<file path="config.mk">
export PLATFORM = sky130hd
export DESIGN_NAME = frame_sequencer
export DESIGN_NICKNAME = d
export VERILOG_FILES = /design/src/rtl/frame_sequencer.sv
export SDC_FILE = /design/constraint.sdc
export NUM_CORES = 1
export LEC_CHECK = 0
export CAP_MARGIN = 10
export CORE_ASPECT_RATIO = 1.4
export CORE_MARGIN = 1
export CORE_UTILIZATION = 50
export DETAILED_ROUTE_END_ITERATION = 10
export PLACE_DENSITY = 0.71
export RECOVER_POWER = 50
export SLEW_MARGIN = 20
export SYNTH_ARGS = -nofsm -noshare
export SYNTH_HDL_FRONTEND = slang
export SYNTH_SLANG_ARGS = --single-unit
</file>
<file path="constraint.sdc">
create_clock -name sysclk -period 3.85 [get_ports sysclk]
set_input_delay 0.5775 -clock sysclk [delete_from_list [all_inputs] [get_ports sysclk]]
set_output_delay 0.5775 -clock sysclk [all_outputs]
set_load 0.02 [all_outputs]
</file>
<file path="src/rtl/frame_sequencer.sv">
// rtl/frame_sequencer.sv - switch-pattern frame sequencer with debounced write request
// Serializes {sw4..sw1} as START, 4 data bits (LSB first), STOP, then optional idle gap.
module frame_sequencer #(
  parameter int CLK_DIV  = 100,
  parameter int DEBOUNCE = 16,
  parameter int GAP_BITS = 2
) (
  input  logic       sysclk,
  input  logic       rst_n,
  input  logic       write,
  input  logic       sw1,
  input  logic       sw2,
  input  logic       sw3,
  input  logic       sw4,
  output logic       out,
  output logic       busy,
  output logic       frame_done,
  output logic [3:0] code
);

  localparam int PW = $clog2(CLK_DIV);
  localparam int DW = $clog2(DEBOUNCE + 1);
  localparam int GW = (GAP_BITS > 1) ? $clog2(GAP_BITS) : 1;
  localparam logic [PW-1:0] PRESC_LAST = PW'(CLK_DIV - 1);
  localparam logic [DW-1:0] DB_LAST    = DW'(DEBOUNCE);
  localparam logic [GW-1:0] GAP_LAST   = GW'((GAP_BITS > 0) ? GAP_BITS - 1 : 0);

  typedef enum logic [2:0] {IDLE, START, DATA, STOP, GAP} state_t;

  state_t          state, state_n;
  logic [1:0]      write_sync;
  logic [3:0]      sw_sync0, sw_sync1;
  logic            write_db;
  logic [DW-1:0]   db_cnt;
  logic [PW-1:0]   presc, presc_n;
  logic [1:0]      bit_idx, bit_idx_n;
  logic [GW-1:0]   gap_cnt, gap_n;
  logic [3:0]      code_n;
  logic            out_n, busy_n, bit_end;

  // The toggle lands on the sample after DEBOUNCE disagreeing ones, so write_db
  // follows a clean edge on write by 2+DEBOUNCE edges.
  always_ff @(posedge sysclk or negedge rst_n) begin
    if (!rst_n) begin
      write_sync <= '0;
      sw_sync0   <= '0;
      sw_sync1   <= '0;
      write_db   <= 1'b0;
      db_cnt     <= '0;
    end else begin
      write_sync <= {write_sync[0], write};
      sw_sync0   <= {sw4, sw3, sw2, sw1};
      sw_sync1   <= sw_sync0;
      if (write_sync[1] == write_db) begin
        db_cnt <= '0;
      end else if (db_cnt == DB_LAST) begin
        write_db <= ~write_db;
        db_cnt   <= '0;
      end else begin
        db_cnt <= db_cnt + DW'(1);
      end
    end
  end

  assign bit_end    = (presc == PRESC_LAST);
  assign frame_done = (state == STOP) && bit_end;

  always_comb begin
    state_n   = state;
    presc_n   = bit_end ? '0 : presc + PW'(1);
    bit_idx_n = bit_idx;
    gap_n     = gap_cnt;
    code_n    = code;
    case (state)
      IDLE:  if (write_db) state_n = START;
      START: if (bit_end) state_n = DATA;
      DATA:  if (bit_end) begin
               if (bit_idx == 2'd3) state_n = STOP;
               else bit_idx_n = bit_idx + 2'd1;
             end
      STOP:  if (bit_end) begin
               if (!write_db)         state_n = IDLE;
               else if (GAP_BITS > 0) state_n = GAP;
               else                   state_n = START;
             end
      GAP:   if (!write_db) begin
               state_n = IDLE;
             end else if (bit_end) begin
               if (gap_cnt == GAP_LAST) state_n = START;
               else gap_n = gap_cnt + GW'(1);
             end
      default: state_n = IDLE;
    endcase
    if (state_n != state) begin
      presc_n   = '0;
      bit_idx_n = '0;
      gap_n     = '0;
      if (state_n == START) code_n = sw_sync1;
    end
    case (state_n)
      START:   out_n = 1'b1;
      DATA:    out_n = code_n[bit_idx_n];
      default: out_n = 1'b0;
    endcase
    busy_n = (state_n != IDLE);
  end

  always_ff @(posedge sysclk or negedge rst_n) begin
    if (!rst_n) begin
      state   <= IDLE;
      presc   <= '0;
      bit_idx <= '0;
      gap_cnt <= '0;
      code    <= '0;
      out     <= 1'b0;
      busy    <= 1'b0;
    end else begin
      state   <= state_n;
      presc   <= presc_n;
      bit_idx <= bit_idx_n;
      gap_cnt <= gap_n;
      code    <= code_n;
      out     <= out_n;
      busy    <= busy_n;
    end
  end

endmodule

</file>
== Yosys cells after proc, flatten, opt, wreduce, memory -nomap -nowiden ==
Index checks and enable logic that the tools add are counted.

* Add/sub/neg operators: 4
* Magnitude comparators: 1
* Equality and inequality tests: 11
* Mux-type cells: 28
* Bitwise logic cells: 2
* Reductions and logical operators: 8

{| class="wikitable"
|+ Operator list
! kind !! count
|-
| 3-bit two-way mux || 9
|-
| 3-bit one-hot mux with 5 select lines || 1
|-
| 7-bit two-way mux || 2
|-
| 5-bit two-way mux || 2
|-
| 3-bit by 2-bit == test with 1-bit output (second input constant) || 3
|-
| 2-bit two-way mux || 4
|-
| 4-bit two-way mux || 2
|-
| 7-bit by 1-bit adder with 7-bit output (second input constant) || 1
|-
| 7-bit == test (second input constant) || 1
|-
| 3-bit by 1-bit == test with 1-bit output (second input constant) || 2
|-
| 1-bit two-way mux || 6
|-
| 2-bit nonzero test || 3
|-
| 5-bit by 1-bit adder with 5-bit output (second input constant) || 1
|-
| 5-bit == test (second input constant) || 1
|-
| 3-bit == test (second input constant) || 1
|-
| 3-bit logical NOT || 1
|-
| 2-bit by 3-bit less-than comparator with 1-bit output (second input constant) || 1
|-
| 3-bit != test || 1
|-
| 3-bit AND reduction || 1
|-
| 3-bit nonzero test || 1
|-
| 2-bit by 1-bit adder with 2-bit output (second input constant) || 1
|-
| 1-bit binary-select mux with 2-bit select || 1
|-
| 2-bit == test (second input constant) || 1
|-
| 1-bit inverter || 2
|-
| other kinds (5) || 5
|}

* Flip-flop bits (word level): 35
* Input bits: 7

== Depth between registers and ports, before layout ==
Gate-level depths: netlist of the first run.

* Depth in word-level cells: 10
* Depth in mapped cells: 7

== Worst setup path after synthesis of the first run ==
OpenSTA, ideal clock, no wires.

* Path kind: reg2reg
* From: reg presc[0]
* To: reg out
* Setup time: 0.124 ns
* Arrival time: 1.967 ns
* Setup slack: 1.759 ns
* Cell stages (with the launch flop): 8
* Path buffers: 0
* Period minus slack after synthesis: 2.091 ns
* Path through: dfrtp_1 > ha_1 > and4bb_4 > nand3_2 > a21boi_2 > mux2_1 > o211a_1 > a211o_1

* Word-level cells in the longest chain between the ends: 10
* Elaborated cells on any way between the ends: 18
* Those cells by class: eq/ne (4); mux (14)

{| class="wikitable"
|+ RTL lines
! item !! RTL line !! source
|-
| from (decl) || 35 || <nowiki>logic [PW-1:0] presc, presc_n;</nowiki>
|-
| from (signal assigned) || 119 || <nowiki>presc <= presc_n;</nowiki>
|-
| 7-bit == test (*) || 65 || <nowiki>assign bit_end = (presc == PRESC_LAST);</nowiki>
|-
| 3-bit two-way mux || 88 || <nowiki>end else if (bit_end) begin</nowiki>
|-
| 3-bit two-way mux || 86 || <nowiki>GAP: if (!write_db) begin</nowiki>
|-
| 3-bit one-hot mux with 5 select lines (*) || 74 || <nowiki>case (state)</nowiki>
|-
| 3-bit by 1-bit == test with 1-bit output || 98 || <nowiki>if (state_n == START) code_n = sw_sync1;</nowiki>
|-
| 4-bit two-way mux || 98 ||
|-
| 4-bit two-way mux (*) || 94 || <nowiki>if (state_n != state) begin</nowiki>
|-
| named net code_n[3] || 38 || <nowiki>logic [3:0] code_n;</nowiki>
|-
| 1-bit binary-select mux with 2-bit select (*) || 102 || <nowiki>DATA: out_n = code_n[bit_idx_n];</nowiki>
|-
| 1-bit two-way mux (not written as such) (*) || 102 ||
|-
| 1-bit one-hot mux with 2 select lines (*) || 100 || <nowiki>case (state_n)</nowiki>
|-
| named net out_n || 39 || <nowiki>logic out_n, busy_n, bit_end;</nowiki>
|-
| to (signal assigned) || 123 || <nowiki>out <= out_n;</nowiki>
|-
| to (decl) || 15 || <nowiki>output logic out,</nowiki>
|}

The timed path passes the listed nets; every way through them passes the cells marked *. The select of a mux whose other input is x is not followed.
A chain may end at the register's enable or synchronous reset.

== Worst setup path after layout of the first run ==
* From: reg presc[0]
* To: out frame_done

* Word-level cells in the longest chain between the ends: 2

{| class="wikitable"
|+ RTL lines
! item !! RTL line !! source
|-
| 7-bit == test || 65 ||
|-
| 1-bit logical AND || 66 || <nowiki>assign frame_done = (state == STOP) && bit_end;</nowiki>
|-
| to (decl) || 17 || <nowiki>output logic frame_done,</nowiki>
|}

No other way between the ends.

==> results of run 1 <==
sequential cells by signal, indices dropped and copies added, names as in the netlist:
name        cells
state           3
write_sync      2
sw_sync0        4
write_db        1
gap_cnt         1
out             1
busy            1
presc           7
bit_idx         2
db_cnt          5
code            4
sw_sync1        4
worst reg2reg max path, cell delays in order (launching register included):
cell,delay [ps]
dfrtp_1,380
ha_1,220
and4bb_4,320
nand3_2,120
a21boi_2,280
mux2_1,380
o211a_1,210
a211o_1,250
logic make-up (layout without fill, tap and decap cells):
| logic type | after synthesis | count (layout) |
|---|---|---|
| and+or+nand+nor | 45 | 45 |
| DFF | 35 | 35 |
| AOI/OAI and AO/OA | 21 | 21 |
| xor gates and xnor gates | 11 | 11 |
| buffers and inverters | 9 | 26 |
| muxes | 6 | 6 |
| adders and majority gates | 3 | 3 |
cell usage after synthesis, drive strengths merged, types with 2 or more instances:
library cell	number	area, sq um
a32o	2	20.02
inv	4	15.01
xor2	5	43.79
mux2i	2	20.02
o31ai	2	15.01
nand2	4	22.52
a31oi	2	12.51
nor3b	2	20.02
dfrtp	35	875.8
nor3	2	10.01
ha	3	37.54
o21a	3	22.52
a21oi	2	10.01
xnor2	6	52.55
nor2	17	63.81
clkbuf	3	11.26
nand3	7	40.04
mux2	4	45.04
nand2b	3	18.77
and2	4	25.02
buf	2	10.01
final cells by class:
class,count,area [sq um]
timing repair buffer,14,133.9
clock buffer,6,72.57
clock inverter,2,12.51
tap,37,46.29
multi-input combinational,86,619.3
sequential,35,875.8
inverter,4,15.01
fill,240,1102
worst max-delay path by stage:
| stage | endpoint | slack, ps | cells past startpoint | from |
|---|---|---|---|---|
| 2_1_floorplan | out$_DFF_PN0_ | 1760 | 7 | presc[0]$_DFF_PN0_ |
| 5_1_grt | frame_done | 1020 | 5 | presc[0]$_DFF_PN0_ |
| 3_3_place_gp | frame_done | 1520 | 5 | presc[0]$_DFF_PN0_ |
| 3_5_place_dp | frame_done | 1470 | 5 | presc[0]$_DFF_PN0_ |
| 4_1_cts | frame_done | 1150 | 5 | presc[0]$_DFF_PN0_ |
| 6_report | frame_done | 1170 | 5 | presc[0]$_DFF_PN0_ |
power breakdown:
| group | switching [mW] | internal, mW |
|---|---|---|
| sequential | 0.0272 | 0.398 |
| clock | 0.131 | 0.126 |
| combinational | 0.0403 | 0.0357 |
| total | 0.199 | 0.560 |
routing by layer:
metal	vias to the layer above	GRT usage (%)
li1	486	-
met1	501	21.19
met2	17	34.90
met3	8	4.730
met4	0	12.87
met5	-	0
placed cells by master (no fill, tap or decap), types with 2 or more instances in the layout:
| cell | n |
|---|---|
| nor3_1 | 2 |
| xor2_1 | 5 |
| a31oi_1 | 2 |
| o31ai_1 | 2 |
| nand2_1 | 3 |
| clkdlybuf4s50_1 | 7 |
| ha_1 | 3 |
| dlygate4sd3_1 | 6 |
| clkbuf_1 | 2 |
| a21oi_1 | 2 |
| inv_1 | 4 |
| mux2_1 | 3 |
| nand2b_1 | 3 |
| o21a_1 | 3 |
| mux2i_1 | 2 |
| xnor2_1 | 6 |
| nand3_1 | 6 |
| a32o_1 | 2 |
| and2_0 | 2 |
| nor2_1 | 17 |
| dfrtp_1 | 35 |
| and2_1 | 2 |
| clkbuf_8 | 5 |
per-stage QoR:
step	hold slack, ps	setup slack, ps	util (%)
5_1_grt	358.9	1016	61.70
4_1_cts	352.3	1146	61.83
3_5_place_dp	336.5	1473	58.87
6_report	349.1	1172	61.70
3_3_place_gp	332.8	1521	58.87
2_1_floorplan	281.9	1759	-
==> flow_metrics.py, run 1 <==
metrics = {
    "status": {
        "status": "complete, but fails checks",
        "violations": "max-capacitance violations, max-slew violations",
    },
    "route": {
        "routed_via_density": 5.500,
        "dr_total_vias": 1012,
        "drtIter0Drc": 16,
        "dr_wl_met3_um": 68,
        "dr.pass1.iters": 4,
        "wl_met2_um": 1469,
        "wire_per_inst_um": 14.63,
        "post-route-drc-count": 0,
        "highest_layer": "met4",
        "finalWirelength_um": 2692,
        "antenna_left": 0,
        "wl_met1_um": 1073,
    },
    "synth": {
        "synth_xor_area_share_pct": 6.291,
        "synth-seq-cells": 35,
        "synth_top_family_by_area": "simple AND/OR/NAND/NOR gates",
        "synth_area_sq_um": 1531,
        "synthMuxAreaShare_pct": 4.248,
        "ys_seq_area_share_pct": 57.19,
        "synth_compound_area_share_pct": 11.11,
        "synthAdderAreaFrac_pct": 2.451,
        "yosysUniqueCellTypes": 41,
        "synth_edf_count": 0,
        "synthFlopType": "dfrtp_1",
        "syn-num-nets": 140,
        "avgSynthCellArea_sq_um": 11.78,
        "ys_async_sr_fraction_pct": 100.0,
        "postSynthCellCount": 130,
        "yosys_warnings": 0,
        "yosys.area_share.simple_pct": 16.34,
    },
    "finish": {
        "fin_cells": 184,
        "insertedDiodeCount": 0,
        "final_cell_area_sq_um": 1775,
        "nNetsFinal": 156,
        "area_growth_pct": 15.93,
        "drive_gt1_share_pct": 9.524,
    },
    "pwr": {
        "peakVddDrop_uv": 324.1,
        "powerDensity_nw_per_um2": 427.3,
        "power.leakage_nw": 0.8159,
        "power_mw": 0.7587,
    },
    "clock_tree": {
        "ctsHoldBuffers": 0,
        "clock_latency_ps": 290,
        "cts_root_buf": "clkbuf_8",
        "htree_levels": 2,
        "postCtsSetupBuffers": 0,
        "numCtsBuffers": 5,
        "clk_pin_slew_ps": 70,
        "clk_path_buf_depth": 2,
        "cts.sinks": 35,
        "tritoncts": "built",
        "cts.repair.resized": 0,
    },
    "critical_path": {
        "worst_path_max_delay_cell": "clkdlybuf4s50_1",
        "reg2reg_slack_ps": 1590,
        "critPathRequiredTime_ps": 3270,
        "slowest_delay_ps": 620,
        "critPathBufInv": 1,
        "worstPathCellList": "ha_1 -> and4bb_4 -> nand3_1 -> nor2_1 -> clkdlybuf4s50_1",
        "rr_startpoint": "presc[0]$_DFF_PN0_",
        "cp_top_family": "buffers and inverters",
        "cp-end-kind": "primary output",
        "crit_path_start_kind": "flop",
        "cp_max_fo": 7,
        "cp_data_arrival_time_ps": 2100,
        "r2r-end": "out$_DFF_PN0_",
        "crit_type": "reg -> out",
        "worstRegToRegCells": 7,
    },
    "timing": {
        "fin_crit_ps": 2678,
        "finalSetupViolations": 0,
        "fmax_mhz": 373.4,
        "rsz0062_at_grt": "false",
        "slew_viol_final": 36,
        "fin_tns_setup_ps": 0,
        "tightest_slew_ps": 1836,
        "timing.final.crit_share_pct": 69.55,
        "hold_viol": 0,
        "clock_skew_ps": 6.089,
        "max_slew_margin_pct": -22.43,
    },
    "global_route": {
        "grt_first_pass_wirelength_um": 4616,
        "antenna_found_initial": 0,
        "grt_usage_pct": 19.73,
        "grt_max_degree": 36,
        "first_global_vias": 983,
        "grt_overflow": 0,
    },
    "min_path": {
        "hold_end": "sw_sync1[1]$_DFF_PN0_",
        "hold_start": "sw_sync0[1]$_DFF_PN0_",
        "hp-class": "reg -> reg",
        "min_path_cells": 0,
    },
    "placement": {
        "dpl.hpwl_um": 1962,
        "gp_congestion": 0.8905,
        "placedCellCount": 176,
        "place_area_sq_um": 1694,
        "portBuffers": 13,
    },
    "die": {
        "initial_utilization_pct": 53.22,
        "coreArea_sq_um": 2878,
        "die_width_um": 48.78,
        "rows": 23,
        "dieHeight_um": 67.49,
        "dieArea_sq_um": 3292,
        "io_pins": 14,
    },
    "flow_run": {
        "cap_violations": 1,
    },
}
Power figures use the tool's default switching activity.
==> run 2, diff against run 1 <==
==> constraint.sdc (replaced) <==
create_clock -name sysclk -period 2.74 [get_ports sysclk]
set_input_delay 0.411 -clock sysclk [delete_from_list [all_inputs] [get_ports sysclk]]
set_output_delay 0.411 -clock sysclk [all_outputs]
set_load 0.02 [all_outputs]
==> run 2 against run 1 <==
The run still ends with max-capacitance violations, max-slew violations left. Sequential power up 40%. Global-route usage up 0.39 points. First-iteration DRC count rose by 56%. Worst setup slack got worse by 950 ps. Via count rose by 1.2%. Worst hold slack better by 1.8 ps. Design area is 0.85% higher. Cell count is 0.54% higher. Sequential share of layout area decreased by 0.41 points. Clock power grew 49%. Count of clock-buffer cells in the layout is 1 lower. Highest routed layer unchanged.
==> flow_metrics.py, run 2 (same netlist as run 1, synthesis figures left out) <==
metrics = {
    "critical_path": {
        "worst_path_max_delay_cell": "clkdlybuf4s50_1",
        "crit_type": "reg -> out",
        "cp_max_fo": 7,
        "cp-end-kind": "primary output",
        "critPathRequiredTime_ps": 2330,
        "crit_path_start_kind": "flop",
        "slowest_delay_ps": 620,
        "cp_data_arrival_time_ps": 2110,
        "worstPathCellList": "ha_1 -> and4bb_4 -> nand3_1 -> nor2_1 -> clkdlybuf4s50_1",
    },
    "clock_tree": {
        "numCtsBuffers": 5,
        "ctsHoldBuffers": 0,
        "cts_root_buf": "clkbuf_8",
        "clk_path_buf_depth": 2,
        "clock_latency_ps": 290,
        "htree_levels": 2,
        "clk_pin_slew_ps": 70,
        "postCtsSetupBuffers": 0,
        "cts.repair.resized": 0,
        "tritoncts": "built",
        "cts.sinks": 35,
    },
    "finish": {
        "largest_registers": "presc x7, db_cnt x5",
        "regMostFlops": "presc",
        "largest_reg_flops": 7,
        "drive_gt1_share_pct": 10.81,
        "insertedDiodeCount": 0,
        "fillerInstances": 238,
        "seqCellArea_sq_um": 875.8,
        "nNetsFinal": 157,
        "fin_cells": 185,
        "final_cell_area_sq_um": 1790,
        "multi_input_area_sq_um": 619.3,
        "layout_commonest_cell": "dfrtp_1",
        "layout_common_cells": "dfrtp_1, nor2_1, clkdlybuf4s50_1",
        "area_growth_pct": 16.91,
    },
    "timing": {
        "tightest_slew_ps": 1828,
        "hold_viol": 0,
        "slew_viol_final": 36,
        "clock_skew_ps": 8.421,
        "max_slew_margin_pct": -21.85,
        "fin_crit_ps": 2517,
        "finalSetupViolations": 0,
        "timing.final.crit_share_pct": 91.85,
        "fmax_mhz": 397.4,
        "rsz0062_at_grt": "false",
        "hold_slack_ps": 350.9,
        "fin_tns_setup_ps": 0,
    },
    "status": {
        "status": "complete, but fails checks",
        "violations": "max-capacitance violations, max-slew violations",
    },
    "route": {
        "dr.pass1.iters": 4,
        "wire_per_inst_um": 15.11,
        "finalWirelength_um": 2796,
        "post-route-drc-count": 0,
        "drtIter0Drc": 25,
        "dr_total_vias": 1024,
        "routed_via_density": 5.535,
        "antenna_left": 0,
    },
    "placement": {
        "placedCellCount": 177,
        "gp_congestion": 0.8644,
        "portBuffers": 13,
        "place_area_sq_um": 1702,
        "dpl.hpwl_um": 2008,
    },
    "min_path": {
        "hp-class": "reg -> reg",
    },
    "global_route": {
        "met2_usage_pct": 37.67,
        "grtUsageMet1_pct": 19.71,
        "antenna_found_initial": 0,
        "gr-usage-met3_pct": 5.856,
        "first_global_vias": 1040,
        "grt_busiest_layer": "met2",
        "grt_max_degree": 36,
        "grt_first_pass_wirelength_um": 4692,
        "grt_overflow": 0,
        "grt_usage_pct": 20.13,
    },
    "die": {
        "coreArea_sq_um": 2878,
        "dieArea_sq_um": 3292,
        "initial_utilization_pct": 53.22,
        "dieHeight_um": 67.49,
        "io_pins": 14,
        "die_width_um": 48.78,
        "rows": 23,
    },
    "flow_run": {
        "cap_violations": 1,
    },
    "pwr": {
        "pwr-share-comb_pct": 9.8,
        "switching_share_pct": 27.23,
        "peakVddDrop_uv": 534.8,
        "powerDensity_nw_per_um2": 606.7,
        "p_int_mw": 0.7906,
        "pwr-share-seq_pct": 54.8,
        "switching_power_mw": 0.2958,
        "power.leakage_nw": 0.8228,
        "clockPowerShare_pct": 35.4,
    },
}
==> run 2: metrics by stage <==
step	util [%]	power, mW	setup slack (ps)
finish	62.22	1.086	223.4
global route	62.22	1.138	96.39
CTS	62.35	1.099	223.5
detailed placement	59.13	0.7160	506.0
global placement	59.13	0.7100	576.9
floorplan	-	0.6719	649.4
==> run 2: routing by layer <==
layer  routed length (um)  part of all wire, %  vias to the layer above
met4                   65                  2.3                        0
met5                    0                    0                        -
met2                 1543                   55                       24
li1                     -                    -                      484
met1                 1072                   38                      511
met3                  115                  4.1                        5
==> run 2: area by class of cell <==
class	instances	area share (%)
Sequential cell	35	48.92
Timing Repair Buffer	15	7.897
Inverter	4	0.8386
Clock inverter	3	1.328
Tap cell	37	2.586
Clock buffer	5	3.843
Multi-Input combinational cell	86	34.59
==> run 2: worst paths after layout <==
path	cells past startpoint	slack [ps]	startpoint	endpoint
max	5	220	presc[0]$_DFF_PN0_	frame_done
min	0	350	sw_sync0[1]$_DFF_PN0_	sw_sync1[1]$_DFF_PN0_
max reg2reg	7	510	presc[0]$_DFF_PN0_	out$_DFF_PN0_
min reg2reg	0	350	sw_sync0[1]$_DFF_PN0_	sw_sync1[1]$_DFF_PN0_
max in group asynchronous	2	540	rst_n	presc[5]$_DFF_PN0_
min in group asynchronous	2	1130	rst_n	gap_cnt$_DFFE_PN0P_
==> run 2: worst max-delay path: cells and delay by family (launching register included) <==
family	cells	cell delay (ps)
buf+inv	1	620
simple gates	3	610
flops	1	370
fa+ha+maj	1	210
==> run 2: power by group through the flow <==
stage	clock network, mW	logic (mW)	registers (mW)
6_report	0.385	0.106	0.596
5_1_grt	0.415	0.121	0.603
4_1_cts	0.391	0.111	0.597
3_5_place_dp	0	0.109	0.607
3_3_place_gp	0	0.106	0.604
2_1_floorplan	0	0.0745	0.597
